==> config.mk <==
export PLATFORM = sky130hd
export DESIGN_NAME = regs_wb_arbiter_flat
export DESIGN_NICKNAME = d
export VERILOG_FILES = /design/src/rtl/regs_wb_arbiter_if.sv /design/src/rtl/regs_wb_arbiter.sv /design/src/flat_wrapper.sv
export SDC_FILE = /design/constraint.sdc
export NUM_CORES = 1
export LEC_CHECK = 0
export ABC_AREA = 1
export CAP_MARGIN = 5
export CELL_PAD_IN_SITES_DETAIL_PLACEMENT = 0
export CELL_PAD_IN_SITES_GLOBAL_PLACEMENT = 2
export CORE_ASPECT_RATIO = 0.75
export CORE_UTILIZATION = 24
export DETAILED_ROUTE_END_ITERATION = 7
export PLACE_DENSITY_LB_ADDON = 0.1
export SLEW_MARGIN = 20
export SYNTH_ARGS = -nofsm -noshare
export SYNTH_HDL_FRONTEND = slang
export SYNTH_SLANG_ARGS = --single-unit
==> constraint.sdc <==
create_clock -name clk -period 3.9 [get_ports clk]
set_clock_uncertainty 0.1 [all_clocks]
set_input_delay 0.78 -clock clk [delete_from_list [all_inputs] [get_ports clk]]
set_output_delay 0.78 -clock clk [all_outputs]
set_load 0.005 [all_outputs]
==> src/rtl/regs_wb_arbiter_if.sv <==
// Write-back arbiter bus bundle: EX and LSU write requests, register-file
// write port and hazard query. slave = arbiter side, master = pipeline side.
interface regs_wb_arbiter_if;
  logic        ex_valid_i;
  logic [4:0]  ex_waddr_i;
  logic [31:0] ex_wdata_i;
  logic        ex_ready_o;
  logic        lsu_valid_i;
  logic [4:0]  lsu_waddr_i;
  logic [31:0] lsu_wdata_i;
  logic        lsu_ready_o;
  logic        reg_wen_o;
  logic [4:0]  reg_waddr_o;
  logic [31:0] reg_wdata_o;
  logic [4:0]  rs1_raddr_i;
  logic [4:0]  rs2_raddr_i;
  logic        hazard_o;

  modport slave (
    input  ex_valid_i, ex_waddr_i, ex_wdata_i,
    input  lsu_valid_i, lsu_waddr_i, lsu_wdata_i,
    input  rs1_raddr_i, rs2_raddr_i,
    output ex_ready_o, lsu_ready_o,
    output reg_wen_o, reg_waddr_o, reg_wdata_o, hazard_o
  );

  modport master (
    output ex_valid_i, ex_waddr_i, ex_wdata_i,
    output lsu_valid_i, lsu_waddr_i, lsu_wdata_i,
    output rs1_raddr_i, rs2_raddr_i,
    input  ex_ready_o, lsu_ready_o,
    input  reg_wen_o, reg_waddr_o, reg_wdata_o, hazard_o
  );
endinterface

==> src/rtl/regs_wb_arbiter.sv <==
// Two-source (EX/LSU) register-file write-back arbiter, one buffered entry per source.
// Define WB_ARB_RR_EN for round-robin contention; default is fixed LSU priority.
module regs_wb_arbiter (
  input  logic clk,
  input  logic rst_n,
  regs_wb_arbiter_if.slave bus
);

  typedef enum logic {SRC_LSU = 1'b0, SRC_EX = 1'b1} src_e;

  logic        ex_full, lsu_full;
  logic [4:0]  ex_addr, lsu_addr;
  logic [31:0] ex_data, lsu_data;
  logic        ex_older;
  logic        ex_gnt, lsu_gnt;
  logic        ex_ready, lsu_ready;
  logic        ex_xfer, lsu_xfer;
  logic        ex_hit, lsu_hit;
`ifdef WB_ARB_RR_EN
  src_e        rr_ptr;
`endif

  always_comb begin
    ex_gnt  = 1'b0;
    lsu_gnt = 1'b0;
    if (ex_full && lsu_full) begin
      if (ex_addr == lsu_addr) begin
        ex_gnt  = ex_older;
        lsu_gnt = !ex_older;
      end else begin
`ifdef WB_ARB_RR_EN
        ex_gnt  = (rr_ptr == SRC_EX);
        lsu_gnt = (rr_ptr == SRC_LSU);
`else
        lsu_gnt = 1'b1;
`endif
      end
    end else begin
      ex_gnt  = ex_full;
      lsu_gnt = lsu_full;
    end
  end

  assign ex_ready  = rst_n && (!ex_full  || ex_gnt);
  assign lsu_ready = rst_n && (!lsu_full || lsu_gnt);
  assign ex_xfer   = bus.ex_valid_i  && ex_ready;
  assign lsu_xfer  = bus.lsu_valid_i && lsu_ready;

  assign bus.ex_ready_o  = ex_ready;
  assign bus.lsu_ready_o = lsu_ready;

  always_comb begin
    bus.reg_wen_o   = 1'b0;
    bus.reg_waddr_o = '0;
    bus.reg_wdata_o = '0;
    if (rst_n && lsu_gnt) begin
      bus.reg_wen_o   = 1'b1;
      bus.reg_waddr_o = lsu_addr;
      bus.reg_wdata_o = lsu_data;
    end else if (rst_n && ex_gnt) begin
      bus.reg_wen_o   = 1'b1;
      bus.reg_waddr_o = ex_addr;
      bus.reg_wdata_o = ex_data;
    end
  end

  assign ex_hit  = ex_full &&
                   ((bus.rs1_raddr_i != '0 && ex_addr == bus.rs1_raddr_i) ||
                    (bus.rs2_raddr_i != '0 && ex_addr == bus.rs2_raddr_i));
  assign lsu_hit = lsu_full &&
                   ((bus.rs1_raddr_i != '0 && lsu_addr == bus.rs1_raddr_i) ||
                    (bus.rs2_raddr_i != '0 && lsu_addr == bus.rs2_raddr_i));
  assign bus.hazard_o = rst_n && (ex_hit || lsu_hit);

  always_ff @(posedge clk) begin
    if (!rst_n) begin
      ex_full  <= 1'b0;
      lsu_full <= 1'b0;
      ex_addr  <= '0;
      lsu_addr <= '0;
      ex_data  <= '0;
      lsu_data <= '0;
      ex_older <= 1'b0;
`ifdef WB_ARB_RR_EN
      rr_ptr   <= SRC_LSU;
`endif
    end else begin
      if (ex_xfer && bus.ex_waddr_i != '0) begin
        ex_full <= 1'b1;
        ex_addr <= bus.ex_waddr_i;
        ex_data <= bus.ex_wdata_i;
      end else if (ex_gnt) begin
        ex_full <= 1'b0;
      end
      if (lsu_xfer && bus.lsu_waddr_i != '0) begin
        lsu_full <= 1'b1;
        lsu_addr <= bus.lsu_waddr_i;
        lsu_data <= bus.lsu_wdata_i;
      end else if (lsu_gnt) begin
        lsu_full <= 1'b0;
      end
      // A surviving (ungranted) EX entry is older than anything LSU loads now;
      // simultaneous fresh loads leave LSU older.
      ex_older <= ex_full && !ex_gnt;
`ifdef WB_ARB_RR_EN
      if (ex_full && lsu_full && ex_addr != lsu_addr)
        rr_ptr <= (rr_ptr == SRC_EX) ? SRC_LSU : SRC_EX;
`endif
    end
  end

endmodule

==> src/flat_wrapper.sv <==
// flat-port wrapper written by rule: the top's interface ports become plain ports
module regs_wb_arbiter_flat 
  (clk, rst_n, bus_ex_valid_i, bus_ex_waddr_i, bus_ex_wdata_i, bus_lsu_valid_i, bus_lsu_waddr_i, bus_lsu_wdata_i, bus_rs1_raddr_i, bus_rs2_raddr_i, bus_ex_ready_o, bus_lsu_ready_o, bus_reg_wen_o, bus_reg_waddr_o, bus_reg_wdata_o, bus_hazard_o);
  regs_wb_arbiter_if bus_i ();
  input  logic clk;
  input  logic rst_n;
  input wire logic [$bits(bus_i.ex_valid_i)-1:0] bus_ex_valid_i;
  input wire logic [$bits(bus_i.ex_waddr_i)-1:0] bus_ex_waddr_i;
  input wire logic [$bits(bus_i.ex_wdata_i)-1:0] bus_ex_wdata_i;
  input wire logic [$bits(bus_i.lsu_valid_i)-1:0] bus_lsu_valid_i;
  input wire logic [$bits(bus_i.lsu_waddr_i)-1:0] bus_lsu_waddr_i;
  input wire logic [$bits(bus_i.lsu_wdata_i)-1:0] bus_lsu_wdata_i;
  input wire logic [$bits(bus_i.rs1_raddr_i)-1:0] bus_rs1_raddr_i;
  input wire logic [$bits(bus_i.rs2_raddr_i)-1:0] bus_rs2_raddr_i;
  output wire logic [$bits(bus_i.ex_ready_o)-1:0] bus_ex_ready_o;
  output wire logic [$bits(bus_i.lsu_ready_o)-1:0] bus_lsu_ready_o;
  output wire logic [$bits(bus_i.reg_wen_o)-1:0] bus_reg_wen_o;
  output wire logic [$bits(bus_i.reg_waddr_o)-1:0] bus_reg_waddr_o;
  output wire logic [$bits(bus_i.reg_wdata_o)-1:0] bus_reg_wdata_o;
  output wire logic [$bits(bus_i.hazard_o)-1:0] bus_hazard_o;
  assign bus_i.ex_valid_i = bus_ex_valid_i;
  assign bus_i.ex_waddr_i = bus_ex_waddr_i;
  assign bus_i.ex_wdata_i = bus_ex_wdata_i;
  assign bus_i.lsu_valid_i = bus_lsu_valid_i;
  assign bus_i.lsu_waddr_i = bus_lsu_waddr_i;
  assign bus_i.lsu_wdata_i = bus_lsu_wdata_i;
  assign bus_i.rs1_raddr_i = bus_rs1_raddr_i;
  assign bus_i.rs2_raddr_i = bus_rs2_raddr_i;
  assign bus_ex_ready_o = bus_i.ex_ready_o;
  assign bus_lsu_ready_o = bus_i.lsu_ready_o;
  assign bus_reg_wen_o = bus_i.reg_wen_o;
  assign bus_reg_waddr_o = bus_i.reg_waddr_o;
  assign bus_reg_wdata_o = bus_i.reg_wdata_o;
  assign bus_hazard_o = bus_i.hazard_o;
  regs_wb_arbiter u_core (.clk(clk), .rst_n(rst_n), .bus(bus_i));
endmodule
==> metrics.yaml, run 1 <==
logic_synthesis:
  synthArstFlopShare_pct: 0
  yosys.area.top_type: "dfxtp_1"
  synth.most_common_cell: "nand2_1"
  synth_nets: 729
  synth_ff_type: "dfxtp_1"
  synth.area.top_cells: "dfxtp_1 39%, nand2_1 20%, nor2_1 15%, inv_1 7.7%, o21ai_0 4.5%"
  seq_area_frac_synth_pct: 39.3
  ys_ff_latch: 77
  synth_cells: 641
  synth-edff-count: 0
  postSynthAreaPerCell_sq_um: 6.13
  synth_cell_types: 26
  synth_top_area_share_pct: 39.3
  synth.cells.most_frequent: "212 x nand2_1, 152 x nor2_1, 81 x inv_1, 77 x dfxtp_1, 35 x o21ai_0"
  synth_area_sq_um: 3930
  ys_warn_count: 0
timing:
  period_minus_slack_ps: 3610
  fin_crit_sh_pct: 92.7
  fmax_ghz: 0.277
  tightest_slew_ps: 686
  timing_hold_violations_final: 0
  rsz0062_at_grt: "no"
  setup_violations: 0
  finalMaxSlewViolations: 0
  setup_tns_ps: 0
  relSlewSlack_pct: 54.3
  timing.hold.ws_ps: 411
route:
  dr_total_vias: 3968
  viasPerCell: 4.06
  firstDrtPassIters: 4
  antenna_left: 0
  wl_per_cell_um: 12.9
  finalWirelength_mm: 12.6
  drcViolationCount: 0
  drt-initial-drc-count: 166
global_route:
  antenna_found_initial: 1
  grt_pass1_wl_mm: 19.8
  grt_usage_pct: 15.4
  grt_pass1_vias: 3836
  grt-ovfl-total: 0
  grt_start_max_net_pins: 57
final_layout:
  final_nets: 849
  syn_to_final_growth_pct: 46.4
  drive_gt1_share_pct: 4.83
clock_tree:
  clkTransAtPathRegs_ps: 60
  htree_num_levels: 3
  cts_tree: "yes"
  insertion_delay_ps: 340
  cts-root-buf: "clkbuf_16"
  cts_hold_buf: 0
  clock_path_buffers: 2
  cts_sinks: 77
  cts_inserted_buffers: 9
floorplan:
  die_height_um: 113
  die_area_sq_um: 16900
  rows: 40
  initial_core_util_pct: 24.5
  core_region_area_sq_um: 16000
  die_x_um: 150
  ios: 129
min_path:
  hold_class: "flop to flop"
critical_path:
  critPathSlowestCell: "o21ai_2"
  worst-path-max-fanout: 10
  critical_path_arrival_ps: 2730
  crit_type: "flop to output pin"
  rrSetupSlack_ps: 1770
  cp_common_cell: "nand2_1"
  slowest_delay_ps: 510
  endpoint_kind: "output pin"
  path_cells: "inv_1 > nand2_1 > nand2_1 > nor2_1 > nand3_2 > o21ai_2 > buf_4 > o21ai_0 > clkdlybuf4s50_1"
  required_ps: 3020
  setup.worst_path.start_class: "flop"
power:
  power_density_nw_per_um2: 353
  ir_drop_v: 0.000192
  power.leakage_nw: 2.68
run:
  cap_violations: 0
outcome:
  status: "complete, no violations"
placement:
  globalplace.congestion: 0.804
  dpl.hpwl_mm: 8.71
  io_buffers: 128
final cells by class:
class | count | area, sq um
Clock buffer | 13 | 270
Antenna cell | 1 | 2.50
Inverter | 83 | 312
Multi-Input combinational cell | 449 | 1930
Clock inverter | 3 | 18.8
Fill cell | 1744 | 10300
Tap cell | 210 | 263
Timing Repair Buffer | 141 | 1410
Sequential cell | 77 | 1540
sequential cells by signal, indices dropped and copies added (netlist names):
| signal | count |
|---|---|
| u_core.ex_data | 32 |
| u_core.lsu_data | 32 |
| u_core.ex_addr | 5 |
| u_core.lsu_addr | 5 |
| u_core.ex_full | 1 |
| u_core.ex_older | 1 |
| u_core.lsu_full | 1 |
placed cells by master (no fill, tap or decap), types with 2 or more instances in the layout:
master	instances
buf_12	3
xor2_1	12
inv_2	2
clkdlybuf4s50_1	127
o21ai_1	3
nand3_1	2
xnor2_1	7
nor3_1	5
inv_1	81
clkinv_2	2
dfxtp_1	77
o21ai_0	35
nand2_1	212
nand4_1	8
buf_4	10
a21oi_1	5
nand4_4	2
nor2_1	152
clkbuf_16	9
clkbuf_8	3
per-stage QoR:
step,instances,setup slack (ps),total power [mW],cell area [sq um],utilization [%]
floorplan,641,1450,1.06,3930,-
global placement,957,489,1.23,5420,33.9
detailed placement,957,504,1.23,5420,33.9
CTS,973,116,2.07,5710,35.7
global route,976,87.0,2.16,5750,35.9
finish,977,285,2.03,5750,35.9
critical path, delay by kind of cell, from the launching register on:
kind | cells | cell delay [ps]
AND/OR/NAND/NOR | 4 | 500
flip-flops | 1 | 380
AO/OA/AOI/OAI | 2 | 640
buffers and inverters | 3 | 890
kinds of logic (layout without fill, tap and decap cells):
group	count (synthesis)	after routing	share of synthesized area, %
simple gates	385	385	38.8
buf+inv	115	240	11.8
flops	77	77	39.3
compound gates	45	45	5.86
xor+xnor	19	19	4.24
other cells	0	1	0
power breakdown:
| part | switching [mW] | internal [mW] | leakage (nW) |
|---|---|---|---|
| clock network | 0.333 | 0.483 | 0.146 |
| registers | 0.0291 | 0.841 | 0.635 |
| logic | 0.174 | 0.172 | 1.90 |
| total | 0.536 | 1.50 | 2.68 |
per-layer routing:
layer,global-route usage [%],part of all wire [%],up-vias
met3,5.40,5.8,6
met5,0,0,-
met2,23.7,42,84
li1,-,-,2137
met4,3.03,0.74,0
met1,20.8,51,1741
final timing paths:
path                                    startpoint                               end  depth (start not counted)
setup reg to reg   u_core.lsu_addr[0]$_SDFFE_PN0P_   u_core.lsu_addr[1]$_SDFFE_PN0P_                         10
setup / recovery   u_core.lsu_addr[0]$_SDFFE_PN0P_               bus_reg_wdata_o[21]                          9
hold reg to reg   u_core.lsu_data[25]$_SDFFE_PN0P_  u_core.lsu_data[25]$_SDFFE_PN0P_                          4
hold / removal    u_core.lsu_data[25]$_SDFFE_PN0P_  u_core.lsu_data[25]$_SDFFE_PN0P_                          4
timing repair:
action,in CTS,in global routing
endpoints found under the setup margin,0,26
gates resized for setup,0,0
setup buffers,0,3
Note: power is estimated with default switching activity, not from simulation.
==> run 2, diff against run 1 <==
--- a/config.mk
+++ b/config.mk
@@ -10,7 +10,7 @@
 export CELL_PAD_IN_SITES_DETAIL_PLACEMENT = 0
 export CELL_PAD_IN_SITES_GLOBAL_PLACEMENT = 2
 export CORE_ASPECT_RATIO = 0.75
-export CORE_UTILIZATION = 24
+export CORE_UTILIZATION = 25
 export DETAILED_ROUTE_END_ITERATION = 7
 export PLACE_DENSITY_LB_ADDON = 0.1
 export SLEW_MARGIN = 20
==> metrics.yaml, run 2 (synthesized netlist as in run 1, its figures left out) <==
critical_path:
  worst-path-max-fanout: 23
  worst-r2r-cell-count: 11
  rrSetupSlack_ps: 1570
  crit_family: "buffers and inverters"
  endpoint_kind: "output pin"
  cp_common_cell: "nand2_1"
  critical_path_arrival_ps: 2700
  path_cells: "inv_1 > nand2_1 > nand2_1 > nor2_1 > nand3_2 > o21ai_4 > buf_4 > o21ai_0 > clkdlybuf4s50_1"
  rr_endpoint: "u_core.ex_data[17]$_SDFFE_PN0P_"
  r2r-start: "u_core.ex_addr[1]$_SDFFE_PN0P_"
  crit_type: "flop to output pin"
  setup.worst_path.start_class: "flop"
  slowest_delay_ps: 560
  worstPathBufferInverterCount: 3
  critPathSlowestCell: "o21ai_4"
  required_ps: 3020
min_path:
  whs_path_depth: 4
  hold_class: "flop to flop"
  worstHoldStart: "u_core.ex_data[8]$_SDFFE_PN0P_"
  min_to: "u_core.ex_data[8]$_SDFFE_PN0P_"
placement:
  globalplace.congestion: 0.807
  io_buffers: 128
  place_inst: 952
  dp_slack_ps: 336
  dpl.hpwl_mm: 8.52
final_layout:
  drive_gt1_share_pct: 4.71
  fin_cells: 970
  diodes: 0
  reg_top3: "u_core.ex_data (32), u_core.lsu_data (32)"
  multi_input_area_sq_um: 1940
  mostFrequentLayoutCells: "212 x nand2_1, 152 x nor2_1, 127 x clkdlybuf4s50_1, 81 x inv_1, 77 x dfxtp_1"
  fillers: 1694
  final_nets: 848
  syn_to_final_growth_pct: 46.2
  final_common_cell: "nand2_1"
  seqCellArea_sq_um: 1540
outcome:
  status: "complete, no violations"
global_route:
  grt_start_max_net_pins: 74
  grt_usage_pct: 15.6
  antenna_found_initial: 1
  grt-ovfl-total: 0
  grt_pass1_wl_mm: 19.7
  grt_pass1_vias: 3811
timing:
  timing_hold_violations_final: 0
  layout_setup_ws_ps: 318
  rsz0062_at_grt: "no"
  finalMaxSlewViolations: 0
  fmax_ghz: 0.279
  setup_violations: 0
  tightest_slew_ps: 852
  setup_tns_ps: 0
  fin_crit_sh_pct: 91.8
  period_minus_slack_ps: 3580
  relSlewSlack_pct: 43.2
run:
  cap_violations: 0
clock_tree:
  cts_sinks: 77
  cts_inserted_buffers: 9
  clkTransAtPathRegs_ps: 60
  htree_num_levels: 3
  cts-root-buf: "clkbuf_16"
  cts_tree: "yes"
  insertion_delay_ps: 330
  clock_path_buffers: 2
floorplan:
  core_region_area_sq_um: 15300
  rows: 39
  die_height_um: 111
  die_x_um: 147
  initial_core_util_pct: 25.7
  ios: 129
  die_area_sq_um: 16200
route:
  drcViolationCount: 0
  drt-initial-drc-count: 184
  viasPerCell: 4.11
  dr_total_vias: 3985
  antenna_left: 0
  wl_per_cell_um: 12.6
  firstDrtPassIters: 4
  finalWirelength_mm: 12.2
power:
  power_density_nw_per_um2: 361
  power.leakage_nw: 2.67
  ir_drop_v: 0.000194
run 2: how the worst max path moves through the flow:
| stage | from | end | slack, ps | depth (start not counted) |
|---|---|---|---|---|
| CTS | u_core.lsu_addr[4]$_SDFFE_PN0P_ | bus_reg_wdata_o[0] | 180 | 12 |
| global route | u_core.lsu_addr[4]$_SDFFE_PN0P_ | bus_reg_wdata_o[4] | 60 | 9 |
| finish | u_core.ex_addr[1]$_SDFFE_PN0P_ | bus_reg_wdata_o[4] | 320 | 9 |
| global placement | u_core.ex_addr[1]$_SDFFE_PN0P_ | bus_reg_wdata_o[12] | 410 | 9 |
| detailed placement | u_core.lsu_addr[4]$_SDFFE_PN0P_ | bus_reg_wdata_o[16] | 340 | 9 |
| floorplan | rst_n | bus_lsu_ready_o | 1450 | 4 |
run 2: stage by stage:
| step | hold slack, ps | util, % | power (mW) | instance area (sq um) |
|---|---|---|---|---|
| after detailed placement | 401 | 35.4 | 1.23 | 5400 |
| after CTS | 413 | 37.4 | 2.10 | 5710 |
| after global placement | 399 | 35.4 | 1.23 | 5400 |
| final | 412 | 37.6 | 2.07 | 5740 |
| after global routing | 440 | 37.6 | 2.19 | 5740 |
| after floorplan | 389 | - | 1.06 | 3930 |
run 2: metal layers:
| metal | part of all wire, % | up-vias | track usage (%) |
|---|---|---|---|
| li1 | - | 2139 | - |
| met1 | 53 | 1744 | 22.2 |
| met2 | 41 | 90 | 23.3 |
| met3 | 4.9 | 10 | 3.68 |
| met4 | 0.88 | 2 | 4.38 |
| met5 | 0.11 | - | 0 |
run 2: worst min-delay path, cell delays in order (launching register included):
cell and delay [ps]:
dfxtp_1 310, inv_1 50, nand2_1 40, nand2_1 50, nor2_1 30
run 2: final cells by class:
cell class | count | area share (%)
clock buffer | 11 | 4.23
clock inverter | 5 | 1.02
inverter | 83 | 5.43
multi-input combinational | 449 | 33.7
sequential | 77 | 26.9
tap | 205 | 4.47
timing repair buffer | 140 | 24.2
run 2: repair_timing:
action / CTS / global route
setup buffers: 0 / 1
setup endpoints to repair: 11 / 8
hold buffers: 0 / 0
resized for setup: 1 / 0
pin swaps: 0 / 1
run 2: power by group:
part	total, mW	switching, mW	internal, mW
clock network	0.858	0.343	0.515
registers	0.868	0.0275	0.841
logic	0.344	0.172	0.172
